## config.mk

```make
export PLATFORM = sky130hd
export DESIGN_NAME = cpu_sram_arbiter
export DESIGN_NICKNAME = d
export VERILOG_FILES = /design/src/rtl/cpu_sram_arbiter.sv
export SDC_FILE = /design/constraint.sdc
export NUM_CORES = 1
export LEC_CHECK = 0
export CAP_MARGIN = 20
export CELL_PAD_IN_SITES_DETAIL_PLACEMENT = 0
export CELL_PAD_IN_SITES_GLOBAL_PLACEMENT = 1
export CORE_ASPECT_RATIO = 1.5
export CORE_UTILIZATION = 10
export DETAILED_ROUTE_END_ITERATION = 7
export PLACE_DENSITY = 0.95
export SYNTH_ARGS = -nofsm -noshare
export SYNTH_HDL_FRONTEND = slang
export SYNTH_SLANG_ARGS = --single-unit
export TNS_END_PERCENT = 5
```

## constraint.sdc

```tcl
create_clock -name clock -period 1.7 [get_ports clock]
set_input_delay 0.34 -clock clock [delete_from_list [all_inputs] [get_ports clock]]
set_output_delay 0.34 -clock clock [all_outputs]
set_load 0.005 [all_outputs]
```

## src/rtl/cpu_sram_arbiter.sv

```systemverilog
// Arbitrates one single-port synchronous SRAM between instruction fetch and data load/store.
// Optional fetch anti-starvation burst limit: define CPU_SRAM_ARBITER_FAIRNESS_EN.
module cpu_sram_arbiter #(
  parameter int CPU_DATA_WIDTH   = 32,
  parameter int DATA_BURST_LIMIT = 4
) (
  input  logic                      clock,
  input  logic                      reset,
  input  logic                      fetch_request_valid,
  output logic                      fetch_request_ready,
  input  logic [CPU_DATA_WIDTH-1:0] fetch_address,
  input  logic                      fetch_cancel,
  output logic                      fetch_response_valid,
  output logic [CPU_DATA_WIDTH-1:0] fetch_response_data,
  input  logic                      data_request_valid,
  output logic                      data_request_ready,
  input  logic [3:0]                data_write_strobe,
  input  logic [CPU_DATA_WIDTH-1:0] data_address,
  input  logic [CPU_DATA_WIDTH-1:0] data_write_data,
  output logic                      data_response_valid,
  output logic [CPU_DATA_WIDTH-1:0] data_response_data,
  output logic                      sram_enable,
  output logic [3:0]                sram_write_strobe,
  output logic [CPU_DATA_WIDTH-1:0] sram_address,
  output logic [CPU_DATA_WIDTH-1:0] sram_write_data,
  input  logic [CPU_DATA_WIDTH-1:0] sram_read_data
);

  typedef enum logic [1:0] {
    S_IDLE         = 2'd0,
    S_FETCH        = 2'd1,
    S_FETCH_KILLED = 2'd2,
    S_DATA_READ    = 2'd3
  } state_t;

  state_t state_q, state_d;
  logic   force_fetch;
  logic   data_xfer;
  logic   fetch_xfer;

  assign data_request_ready  = !reset && !force_fetch;
  assign fetch_request_ready = !reset && (!data_request_valid || force_fetch);
  assign data_xfer           = data_request_valid && data_request_ready;
  assign fetch_xfer          = fetch_request_valid && fetch_request_ready && !data_xfer;

`ifdef CPU_SRAM_ARBITER_FAIRNESS_EN
  localparam int CNT_W = $clog2(DATA_BURST_LIMIT) + 1;
  localparam logic [CNT_W-1:0] BURST_MAX = CNT_W'(DATA_BURST_LIMIT);

  logic [CNT_W-1:0] data_burst_count_q, data_burst_count_d;

  assign force_fetch = fetch_request_valid && (data_burst_count_q == BURST_MAX);

  // Counts only data wins that actually made a waiting fetch wait.
  always_comb begin
    data_burst_count_d = data_burst_count_q;
    if (fetch_xfer || !fetch_request_valid) begin
      data_burst_count_d = '0;
    end else if (data_xfer && (data_burst_count_q != BURST_MAX)) begin
      data_burst_count_d = data_burst_count_q + 1'b1;
    end
  end

  always_ff @(posedge clock) begin
    if (reset) begin
      data_burst_count_q <= '0;
    end else begin
      data_burst_count_q <= data_burst_count_d;
    end
  end
`else
  assign force_fetch = 1'b0;
`endif

  always_comb begin
    sram_enable       = 1'b0;
    sram_write_strobe = 4'h0;
    sram_address      = '0;
    sram_write_data   = '0;
    if (data_xfer) begin
      sram_enable       = 1'b1;
      sram_write_strobe = data_write_strobe;
      sram_address      = data_address;
      sram_write_data   = data_write_data;
    end else if (fetch_xfer) begin
      sram_enable  = 1'b1;
      sram_address = fetch_address;
    end
  end

  // Remembers who owns the SRAM word arriving next cycle.
  always_comb begin
    state_d = S_IDLE;
    if (data_xfer) begin
      state_d = (data_write_strobe == 4'h0) ? S_DATA_READ : S_IDLE;
    end else if (fetch_xfer) begin
      state_d = fetch_cancel ? S_FETCH_KILLED : S_FETCH;
    end
  end

  always_ff @(posedge clock) begin
    if (reset) begin
      state_q <= S_IDLE;
    end else begin
      state_q <= state_d;
    end
  end

  // Gating with reset drops any response that lands during a reset cycle.
  assign fetch_response_valid = !reset && (state_q == S_FETCH) && !fetch_cancel;
  assign data_response_valid  = !reset && (state_q == S_DATA_READ);
  assign fetch_response_data  = sram_read_data;
  assign data_response_data   = sram_read_data;

endmodule

```

==> results of run 1 <==
## through the flow
step / utilization (%) / hold slack [ns] / instance area, sq um / TNS (ns) / setup WS, ns
2_1_floorplan: - / 0.457 / 1230 / 0 / 0.361
6_report: 24.8 / 0.680 / 2970 / -0.303 / -0.0465
3_5_place_dp: 22.9 / 0.680 / 2730 / -50.96 / -0.780
4_1_cts: 24.6 / 0.680 / 2940 / -0.882 / -0.222
5_1_grt: 24.8 / 0.680 / 2970 / -1.28 / -0.112
3_3_place_gp: 22.9 / 0.680 / 2730 / -48.32 / -0.741
## how the worst min path moves through the flow
stage,from,to,slack [ns],cells after the start
2_1_floorplan,fetch_cancel,state_q[1],0.46,1
3_3_place_gp,sram_read_data[29],data_response_data[29],0.68,0
3_5_place_dp,sram_read_data[29],data_response_data[29],0.68,0
4_1_cts,sram_read_data[29],data_response_data[29],0.68,0
5_1_grt,sram_read_data[12],data_response_data[12],0.68,0
6_report,data_request_valid,state_q[0],0.68,5
## layer usage
metal | vias up | track usage [%] | share of wire [%]
met3 | 54 | 5.79 | 15
met1 | 732 | 15.2 | 36
met2 | 157 | 21.7 | 44
li1 | 739 | - | -
met4 | 2 | 7.29 | 4.7
met5 | - | 0 | 0.14
## cells in the final DEF, fill, tap and decap left out
| cell | n |
|---|---|
| sky130_fd_sc_hd__buf_16 | 4 |
| sky130_fd_sc_hd__dlygate4sd2_1 | 26 |
| sky130_fd_sc_hd__nor4b_2 | 1 |
| sky130_fd_sc_hd__buf_6 | 14 |
| sky130_fd_sc_hd__buf_2 | 14 |
| sky130_fd_sc_hd__clkbuf_2 | 11 |
| sky130_fd_sc_hd__buf_4 | 10 |
| sky130_fd_sc_hd__dfxtp_1 | 2 |
| sky130_fd_sc_hd__nor3b_4 | 1 |
| sky130_fd_sc_hd__buf_12 | 5 |
| sky130_fd_sc_hd__o2bb2ai_1 | 2 |
| sky130_fd_sc_hd__dlymetal6s2s_1 | 2 |
| sky130_fd_sc_hd__and3_1 | 1 |
| sky130_fd_sc_hd__buf_8 | 3 |
| sky130_fd_sc_hd__nor2b_4 | 1 |
| sky130_fd_sc_hd__clkdlybuf4s50_1 | 103 |
| sky130_fd_sc_hd__and2_1 | 33 |
| sky130_fd_sc_hd__a22o_1 | 14 |
| sky130_fd_sc_hd__nand2b_1 | 2 |
| sky130_fd_sc_hd__clkdlybuf4s15_1 | 6 |
| sky130_fd_sc_hd__a22o_2 | 18 |
| sky130_fd_sc_hd__inv_1 | 2 |
| sky130_fd_sc_hd__nor2_1 | 1 |
| sky130_fd_sc_hd__or4_1 | 1 |
| sky130_fd_sc_hd__and2_4 | 3 |
| sky130_fd_sc_hd__clkdlybuf4s15_2 | 6 |
| sky130_fd_sc_hd__clkbuf_16 | 3 |
## repair_timing
item / in CTS / in global routing
hold endpoints to repair: 0 / 0
pin swaps: 4 / 3
resized for setup: 185 / 28
buffers inserted: 8 / 6
setup endpoints to repair: 73 / 39
gates cloned: 4 / 0
## cells by family after synthesis
| family | count (synthesis) | share of synthesized area (%) |
|---|---|---|
| AO/OA/AOI/OAI | 34 | 26.1 |
| flip-flops | 2 | 3.26 |
| buffers and inverters | 76 | 46.5 |
| AND/OR/NAND/NOR | 44 | 24.1 |
## power groups by stage
stage                     clock network [mW]  logic, mW  registers (mW)
final                                  0.366      0.625          0.0501
after global routing                   0.383      0.664          0.0502
after CTS                              0.364      0.622          0.0501
after detailed placement                   0      0.599          0.0505
after global placement                     0      0.602          0.0501
after floorplan                            0      0.255          0.0501
## area by class of cell
type                       count  area, sq um  area share (%)
sequential                     2         40.0            1.35
clock buffer                   3         75.1            2.53
multi-input combinational     78          631            21.2
timing repair buffer         204         2020            68.2
tap                          153          191            6.45
inverter                       2         7.51           0.253
==> impl_summary.log, run 1 <==
INFO  metric grt_use_total = 13.6%
INFO  metric number_of_vias_in_the_routed_layout = 1684
INFO  metric synthArstFlopShare = 0%
INFO  metric global_route.overflow_total = 0
INFO  metric path_buf_inv = 5
INFO  metric violations = setup timing
INFO  metric total_count_of_max_transition_violations_in_the_final_report = 0
INFO  metric p_comb_share = 60.0%
INFO  metric startpoint_to_endpoint_class_of_the_critical_path = primary input to primary output
INFO  metric yosys_register_bits = 2
INFO  metric cts_hold_buf = 0
INFO  metric synthCells = 156
INFO  metric worstSetupPathDepth = 7
INFO  metric antenna_cells = 0
INFO  metric regMostFlops = state_q
INFO  metric worst_supply_voltage_drop_on_vdd = 255 uV
INFO  metric worstSetupStartpointType = primary input
INFO  metric placement.io_buffers = 177
INFO  metric design_power_total = 1.04 mW
INFO  metric die_h = 138 um
INFO  metric numCtsBuffers = 3
INFO  metric final_net_count = 428
INFO  metric initial_antenna_violation_count = 1
INFO  metric final.setup.worst_slack = -0.0465 ns
INFO  metric cp-end-kind = primary output
INFO  metric cp_cell_sequence = buf_2, nor3b_4, buf_6, buf_6, buf_8, a22o_2, clkdlybuf4s15_2
INFO  metric totalWireLength = 9.47 mm
INFO  metric power.density_cell_area = 351 nW/um^2
INFO  metric leakage_power_summed_over_all_cells = 1.38 nW
INFO  metric cts.path.max_buffers = 2
INFO  metric crit_path_frequent_cell = sky130_fd_sc_hd__buf_6
INFO  metric dominantRegCellSynth = sky130_fd_sc_hd__dfxtp_1
INFO  metric drt-pass1-iter-count = 4
INFO  metric cp-startpoint = fetch_request_valid
INFO  metric crit_path_time_final = 1.75 ns
INFO  metric worst_path_largest_cell_delay = 0.25 ns
INFO  metric synth.cells.most_frequent = sky130_fd_sc_hd__buf_4, sky130_fd_sc_hd__and2_1, sky130_fd_sc_hd__a22o_2
INFO  metric area_delta_synth_final = 142%
INFO  metric final.fill_count = 1306
INFO  metric design.portCount = 274
INFO  metric ys_types = 17
INFO  metric worst_setup_hold_path_clk_slew = 0.03 ns
INFO  metric yosys_warnings = 0
INFO  metric worst-endpoint-arrival = 1.41 ns
INFO  metric cts_tree = yes
INFO  metric netlist_area = 1230 sq um
INFO  metric cp-endpoint = sram_address[18]
INFO  metric ys_top_cells_by_area = sky130_fd_sc_hd__buf_4, sky130_fd_sc_hd__and2_1, sky130_fd_sc_hd__a22o_2, sky130_fd_sc_hd__a22o_1, sky130_fd_sc_hd__buf_6
INFO  metric core-area = 12000 sq um
INFO  metric largest_registers = state_q x2
INFO  metric final_cell_count_no_fill = 442
INFO  metric timing.max_cap.violations = 0
INFO  metric clockRootBuffer = sky130_fd_sc_hd__clkbuf_16
INFO  metric outcome = finished with violations
INFO  metric post_route_ant_nets = 0
INFO  metric grt_pass1_wl = 12.2 mm
INFO  metric vias_per_cell = 3.81
INFO  metric dp.cells = 421
INFO  metric synth.net_count = 293
INFO  metric worst_path_max_delay_cell = sky130_fd_sc_hd__a22o_2
INFO  metric start_util = 10.3%
INFO  metric pwr-share-seq = 4.8%
INFO  metric detailedRoute.firstIterationViolations = 43
INFO  metric drcViolationCount = 0
INFO  metric worstPathMaxFanout = 7
INFO  metric sequential_to_total_area_share_from_yosys_stat = 3.26%
INFO  metric drive_above_1_share = 32.5%
INFO  metric critical_path_required = 1.36 ns
INFO  metric htree_levels = 1
INFO  metric power_spent_charging_and_discharging_nets = 263 uW
INFO  metric path_delay_family = buffers and inverters
INFO  metric setup-violations-final = 12
INFO  metric fmax = 573 MHz
INFO  metric grt_max_degree = 20
INFO  metric fraction_of_the_cycle_the_final_worst_path_needs = 103%
INFO  metric first_global_vias = 1786
INFO  metric postSynthAreaPerCell = 7.88 sq um
INFO  metric detail_route.wl_per_cell = 21.4 um
INFO  metric gp_congestion = 0.676
INFO  metric yosys.cell_count.top_type = sky130_fd_sc_hd__buf_4
INFO  metric power.clock.fraction = 35.2%
INFO  metric setup_repair_after_global_routing_missed_its_margin = yes
INFO  metric yosysTopAreaCellShare = 39.1%
INFO  metric synth_enable_flop_cells = 0
INFO  metric max_slew_margin = 82.6%
INFO  metric synth_area_leader_cell = sky130_fd_sc_hd__buf_4
INFO  metric place_hpwl = 7.41 mm
INFO  metric cellInternalPower = 779 uW
INFO  metric worst_hold_path_type = primary input to flip-flop
INFO  metric hold_viol = 0
INFO  metric cts.sinks = 2
INFO  metric switching_share = 25.2%
INFO  metric worst_slew_pin_tran = 0.260 ns
INFO  metric die_width = 92.5 um
INFO  metric floorplan.die_area = 12700 sq um
INFO  metric rows = 49
INFO  metric flip_flop_count_of_the_largest_register_after_layout = 2
No activity file was read; power rests on OpenSTA's default activity.
==> run 2: changes to the inputs <==
==> config.mk (replaced) <==
export PLATFORM = sky130hd
export DESIGN_NAME = cpu_sram_arbiter
export DESIGN_NICKNAME = d
export VERILOG_FILES = /design/src/rtl/cpu_sram_arbiter.sv
export SDC_FILE = /design/constraint.sdc
export NUM_CORES = 1
export LEC_CHECK = 0
export CELL_PAD_IN_SITES_DETAIL_PLACEMENT = 0
export CELL_PAD_IN_SITES_GLOBAL_PLACEMENT = 1
export CORE_AREA = 2 2 108 110
export DETAILED_ROUTE_END_ITERATION = 7
export DIE_AREA = 0 0 110 112
export DONT_BUFFER_PORTS = 1
export PLACE_DENSITY = 0.46
export SYNTH_ARGS = -nofsm -noshare
export SYNTH_HDL_FRONTEND = slang
export SYNTH_SLANG_ARGS = --single-unit
export TNS_END_PERCENT = 5
==> run 2 against run 1 <==
The run now ends clean; sequential share of layout area rose by 2.8 points; die area fell by 3.3%; sequential power barely moved; via count fell by 51%; cell count fell by 48%; design area fell by 67%; highest routed layer is now met4.
==> impl_summary.log, run 2 (same netlist as run 1, synthesis figures left out) <==
INFO  metric leading_cell_type_in_the_layout_fill_and_taps_excluded = sky130_fd_sc_hd__and2_1
INFO  metric setup_repair_after_global_routing_missed_its_margin = no
INFO  metric cts.sinks = 2
INFO  metric power.density_cell_area = 564 nW/um^2
INFO  metric fin_setup_tns = 0 ns
INFO  metric final_net_count = 228
INFO  metric cts_tree = yes
INFO  metric design.portCount = 274
INFO  metric hold_viol = 0
INFO  metric drcViolationCount = 0
INFO  metric final.fill_count = 1275
INFO  metric start_util = 11.0%
INFO  metric place_hpwl = 3.26 mm
INFO  metric number_of_vias_in_the_routed_layout = 826
INFO  metric outcome = finished, final reports clean
INFO  metric gp_congestion = 0.730
INFO  metric area_delta_synth_final = -20.8%
INFO  metric timing.max_cap.violations = 0
INFO  metric placement.io_buffers = 0
INFO  metric grt_use_total = 5.10%
INFO  metric worstSetupStartpointType = primary input
INFO  metric fraction_of_the_cycle_the_final_worst_path_needs = 78.4%
INFO  metric area_used_by_multi_input_combinational_logic = 617 sq um
INFO  metric ff_latch_area = 40.0 sq um
INFO  metric flip_flop_count_of_the_largest_register_after_layout = 2
INFO  metric floorplan.die_area = 12300 sq um
INFO  metric initial_antenna_violation_count = 0
INFO  metric first_global_vias = 742
INFO  metric cts.path.max_buffers = 2
INFO  metric startpoint_to_endpoint_class_of_the_critical_path = primary input to primary output
INFO  metric regMostFlops = state_q
INFO  metric worst_slew_pin_tran = 0.274 ns
INFO  metric total_count_of_max_transition_violations_in_the_final_report = 0
INFO  metric worstPathMaxFanout = 35
INFO  metric grt_max_degree = 36
INFO  metric htree_levels = 1
INFO  metric postLayoutCoreUtil = 8.71%
INFO  metric detailedRoute.firstIterationViolations = 20
INFO  metric post_route_ant_nets = 0
INFO  metric global_route.overflow_total = 0
INFO  metric vias_per_cell = 3.56
INFO  metric setup-violations-final = 0
INFO  metric worst_setup_hold_path_clk_slew = 0.03 ns
INFO  metric leakage_power_summed_over_all_cells = 0.358 nW
INFO  metric crit_path_time_final = 1.33 ns
INFO  metric drive_above_1_share = 30.3%
INFO  metric largest_registers = state_q x2
INFO  metric worst_hold_path_type = primary input to flip-flop
INFO  metric clockRootBuffer = sky130_fd_sc_hd__clkbuf_16
INFO  metric antenna_cells = 0
INFO  metric hold-worst-slack = 0.246 ns
INFO  metric fmax = 750 MHz
INFO  metric critical_path_required = 1.36 ns
INFO  metric layout.cells.most_common_list = sky130_fd_sc_hd__and2_1, sky130_fd_sc_hd__a22o_2, sky130_fd_sc_hd__a22o_1
INFO  metric cts_resized = 0
INFO  metric max_slew_margin = 81.5%
INFO  metric rows = 39
INFO  metric core-area = 11200 sq um
INFO  metric cts_setup_buffers = 0
INFO  metric worst-endpoint-arrival = 0.99 ns
INFO  metric grt_pass1_wl = 4.38 mm
INFO  metric cp-end-kind = primary output
INFO  metric cts_hold_buf = 0
INFO  metric die_h = 112 um
INFO  metric totalWireLength = 3.69 mm
INFO  metric detail_route.wl_per_cell = 15.9 um
INFO  metric worst_supply_voltage_drop_on_vdd = 217 uV
INFO  metric die_width = 110 um
INFO  metric numCtsBuffers = 3
INFO  metric drt-pass1-iter-count = 3
==> run 2: cell count changes in the layout (fill, tap and decap cells not counted), moves of 4 or more <==
| cell | delta |
|---|---|
| sky130_fd_sc_hd__buf_16 | -4 |
| sky130_fd_sc_hd__buf_2 | -14 |
| sky130_fd_sc_hd__buf_4 | -8 |
| sky130_fd_sc_hd__buf_6 | -14 |
| sky130_fd_sc_hd__clkbuf_2 | -11 |
| sky130_fd_sc_hd__clkdlybuf4s15_1 | -6 |
| sky130_fd_sc_hd__clkdlybuf4s15_2 | -6 |
| sky130_fd_sc_hd__clkdlybuf4s50_1 | -103 |
| sky130_fd_sc_hd__dlygate4sd2_1 | -26 |
==> run 2: critical path: stages <==
cell and delay, ns:
sky130_fd_sc_hd__nor2b_4 0.15, sky130_fd_sc_hd__buf_4 0.29, sky130_fd_sc_hd__and2_1 0.21
==> run 2: per-layer routing <==
layer | vias up | routed length, um | GRT usage (%)
met4 | 0 | 170 | 3.21
met5 | - | 0 | 0
li1 | 333 | - | -
met3 | 22 | 636 | 3.10
met2 | 126 | 1980 | 9.57
met1 | 345 | 896 | 3.66
==> run 2: power by group <==
group	switching [mW]	internal (mW)
logic	0.0755	0.0729
registers	0.000756	0.0490
clock network	0.0517	0.299
==> run 2: cell type report <==
cell class | count | area share [%]
Sequential cell | 2 | 4.11
Multi-Input combinational cell | 78 | 63.4
Timing Repair Buffer | 4 | 5.66
Clock buffer | 3 | 7.71
Tap cell | 143 | 18.4
Inverter | 2 | 0.771
==> run 2: worst paths after layout <==
path                            from                 end  slack (ns)  cells after the start
setup / recovery  data_request_valid  sram_write_data[8]        0.37                      3
hold / removal          fetch_cancel          state_q[1]        0.25                      1
==> run 2: per-stage QoR <==
step | setup WS [ns] | power, mW | instance area, sq um | cells
2_1_floorplan | 0.361 | 0.305 | 1230 | 156
3_3_place_gp | 0.363 | 0.203 | 898 | 229
3_5_place_dp | 0.340 | 0.203 | 898 | 229
4_1_cts | 0.336 | 0.561 | 973 | 232
5_1_grt | 0.286 | 0.582 | 973 | 232
6_report | 0.366 | 0.549 | 973 | 232
==> run 3: changes to the inputs <==
--- a/config.mk
+++ b/config.mk
@@ -7,11 +7,11 @@
 export LEC_CHECK = 0
 export CELL_PAD_IN_SITES_DETAIL_PLACEMENT = 0
 export CELL_PAD_IN_SITES_GLOBAL_PLACEMENT = 1
-export CORE_AREA = 2 2 108 110
+export CORE_AREA = 2 2 106 108
 export DETAILED_ROUTE_END_ITERATION = 7
-export DIE_AREA = 0 0 110 112
+export DIE_AREA = 0 0 108 110
 export DONT_BUFFER_PORTS = 1
-export PLACE_DENSITY = 0.46
+export PLACE_DENSITY = 0.47
 export SYNTH_ARGS = -nofsm -noshare
 export SYNTH_HDL_FRONTEND = slang
 export SYNTH_SLANG_ARGS = --single-unit
==> constraint.sdc (replaced) <==
create_clock -name clock -period 1.3 [get_ports clock]
set_input_delay 0.26 -clock clock [delete_from_list [all_inputs] [get_ports clock]]
set_output_delay 0.26 -clock clock [all_outputs]
set_load 0.005 [all_outputs]
==> run 3 against run 2 <==
Cell count is 1.3% lower; clock-buffer cell count unchanged; die area fell by 3.6%; largest power group unchanged.
==> impl_summary.log, run 3 (same netlist as run 1, synthesis figures left out) <==
INFO  metric outcome = finished, final reports clean
INFO  metric power.clock.fraction = 48.4%
INFO  metric global_route.overflow_total = 0
INFO  metric start_util = 11.5%
INFO  metric core-area = 10700 sq um
INFO  metric cp_cell_sequence = nor4b_1, buf_4
INFO  metric worst_path_largest_cell_delay = 0.32 ns
INFO  metric preCtsSetupSlack = 0.149 ns
INFO  metric hold_viol = 0
INFO  metric antenna_cells = 0
INFO  metric switching_share = 29.1%
INFO  metric cts.path.max_buffers = 2
INFO  metric setup-violations-final = 0
INFO  metric path_buf_inv = 1
INFO  metric grt_max_degree = 36
INFO  metric cts_tree = yes
INFO  metric final.setup.worst_slack = 0.123 ns
INFO  metric timing.hold.worst.start = fetch_cancel
INFO  metric area_delta_synth_final = -22.8%
INFO  metric gp_congestion = 0.665
INFO  metric dpl-instance-area = 907 sq um
INFO  metric floorplan.die_area = 11900 sq um
INFO  metric vias_per_cell = 3.66
INFO  metric final.fill_count = 1257
INFO  metric worst_path_max_delay_cell = sky130_fd_sc_hd__dfxtp_1
INFO  metric post_route_ant_nets = 0
INFO  metric largest_registers = state_q x2
INFO  metric clockRootBuffer = sky130_fd_sc_hd__clkbuf_8
INFO  metric detailedRoute.firstIterationViolations = 25
INFO  metric critical_path_required = 1.04 ns
INFO  metric worstPathMaxFanout = 2
INFO  metric worst_supply_voltage_drop_on_vdd = 211 uV
INFO  metric pwr-share-seq = 12.9%
INFO  metric design_power_total = 507 uW
INFO  metric worst_hold_path.endpoint = state_q[1]
INFO  metric htree_levels = 1
INFO  metric total_count_of_max_transition_violations_in_the_final_report = 0
INFO  metric cts_setup_buffers = 0
INFO  metric place_hpwl = 3.12 mm
INFO  metric drcViolationCount = 0
INFO  metric cts.sinks = 2
INFO  metric numCtsBuffers = 3
INFO  metric worstSetupStartpointType = flip-flop
INFO  metric totalWireLength = 3.58 mm
INFO  metric crit_path_time_final = 1.18 ns
INFO  metric fmax = 850 MHz
INFO  metric leading_cell_type_in_the_layout_fill_and_taps_excluded = sky130_fd_sc_hd__and2_1
INFO  metric worst-endpoint-arrival = 0.92 ns
INFO  metric regMostFlops = state_q
INFO  metric worst_hold_path_type = primary input to flip-flop
INFO  metric layout.cells.most_common_list = sky130_fd_sc_hd__and2_1, sky130_fd_sc_hd__a22o_2, sky130_fd_sc_hd__a22o_1
INFO  metric timing.max_cap.violations = 0
INFO  metric power.density_cell_area = 534 nW/um^2
INFO  metric cellInternalPower = 359 uW
INFO  metric final_net_count = 228
INFO  metric number_of_vias_in_the_routed_layout = 837
INFO  metric startpoint_to_endpoint_class_of_the_critical_path = flip-flop to primary output
INFO  metric fraction_of_the_cycle_the_final_worst_path_needs = 90.5%
INFO  metric cp-end-kind = primary output
INFO  metric worstSetupPathDepth = 2
INFO  metric detail_route.wl_per_cell = 15.6 um
INFO  metric initial_antenna_violation_count = 1
INFO  metric p_comb_share = 38.8%
INFO  metric cts_resized = 0
INFO  metric worst_setup_hold_path_clk_slew = 0.03 ns
INFO  metric design.portCount = 274
INFO  metric fin_setup_tns = 0 ns
INFO  metric power_spent_charging_and_discharging_nets = 147 uW
INFO  metric path_delay_family = flip-flops
INFO  metric grt_pass1_wl = 3.90 mm
INFO  metric worst_slew_pin_tran = 0.338 ns
INFO  metric stdcell_area = 948 sq um
INFO  metric leakage_power_summed_over_all_cells = 0.346 nW
INFO  metric rows = 38
INFO  metric cts_hold_buf = 0
INFO  metric first_global_vias = 718
INFO  metric setup_repair_after_global_routing_missed_its_margin = no
INFO  metric number_of_cells_traversed_by_the_worst_hold_path = 1
INFO  metric flip_flop_count_of_the_largest_register_after_layout = 2
INFO  metric drive_above_1_share = 30.3%
INFO  metric die_h = 110 um
INFO  metric max_slew_margin = 77.4%
INFO  metric drt-pass1-iter-count = 4
INFO  metric grt_use_total = 4.64%
INFO  metric die_width = 108 um
INFO  metric placement.io_buffers = 0
## run 3: cell counts in the layout (fill, tap and decap cells not counted)
Identical to the previous run, type by type.
## run 3: power by group through the flow
| stage | sequential (mW) | clock, mW | combinational, mW |
|---|---|---|---|
| 2_1_floorplan | 0.0655 | 0 | 0.333 |
| 3_3_place_gp | 0.0657 | 0 | 0.201 |
| 3_5_place_dp | 0.0658 | 0 | 0.201 |
| 4_1_cts | 0.0652 | 0.253 | 0.202 |
| 5_1_grt | 0.0654 | 0.258 | 0.221 |
| 6_report | 0.0652 | 0.245 | 0.196 |
## run 3: cell type report
cell class	count	area [sq um]	share of cell area, %
well taps	140	175	18.5
clock buffers	3	41.3	4.35
repair buffers	4	67.6	7.12
multi-input cells	78	617	65.0
flip-flops and latches	2	40.0	4.22
inverters	2	7.51	0.792
## run 3: metrics by stage
| step | std cells | hold slack, ns | utilization (%) |
|---|---|---|---|
| floorplan | 156 | 0.377 | - |
| global placement | 226 | 0.415 | 8.48 |
| detailed placement | 226 | 0.416 | 8.48 |
| CTS | 229 | 0.206 | 8.87 |
| global route | 229 | 0.218 | 8.87 |
| finish | 229 | 0.201 | 8.87 |
## run 3: how the worst max path moves through the flow
stage                     slack [ns]                from              endpoint
after floorplan                 0.12  data_request_valid      sram_address[12]
after global placement          0.16  data_request_valid      sram_address[27]
after detailed placement        0.15  data_request_valid       sram_address[5]
after CTS                       0.09          state_q[0]  fetch_response_valid
after global routing           0.003          state_q[0]  fetch_response_valid
final                           0.12          state_q[0]  fetch_response_valid
## run 3: per-layer routing
layer  share of wire, %  wire length, um  vias up  GRT usage [%]
li1                   -                -      333              -
met1                 23              817      349           2.89
met2                 52             1860      125           9.03
met3                 20              699       28           3.47
met4                5.1              182        2           3.02
met5               0.45               16        -              0
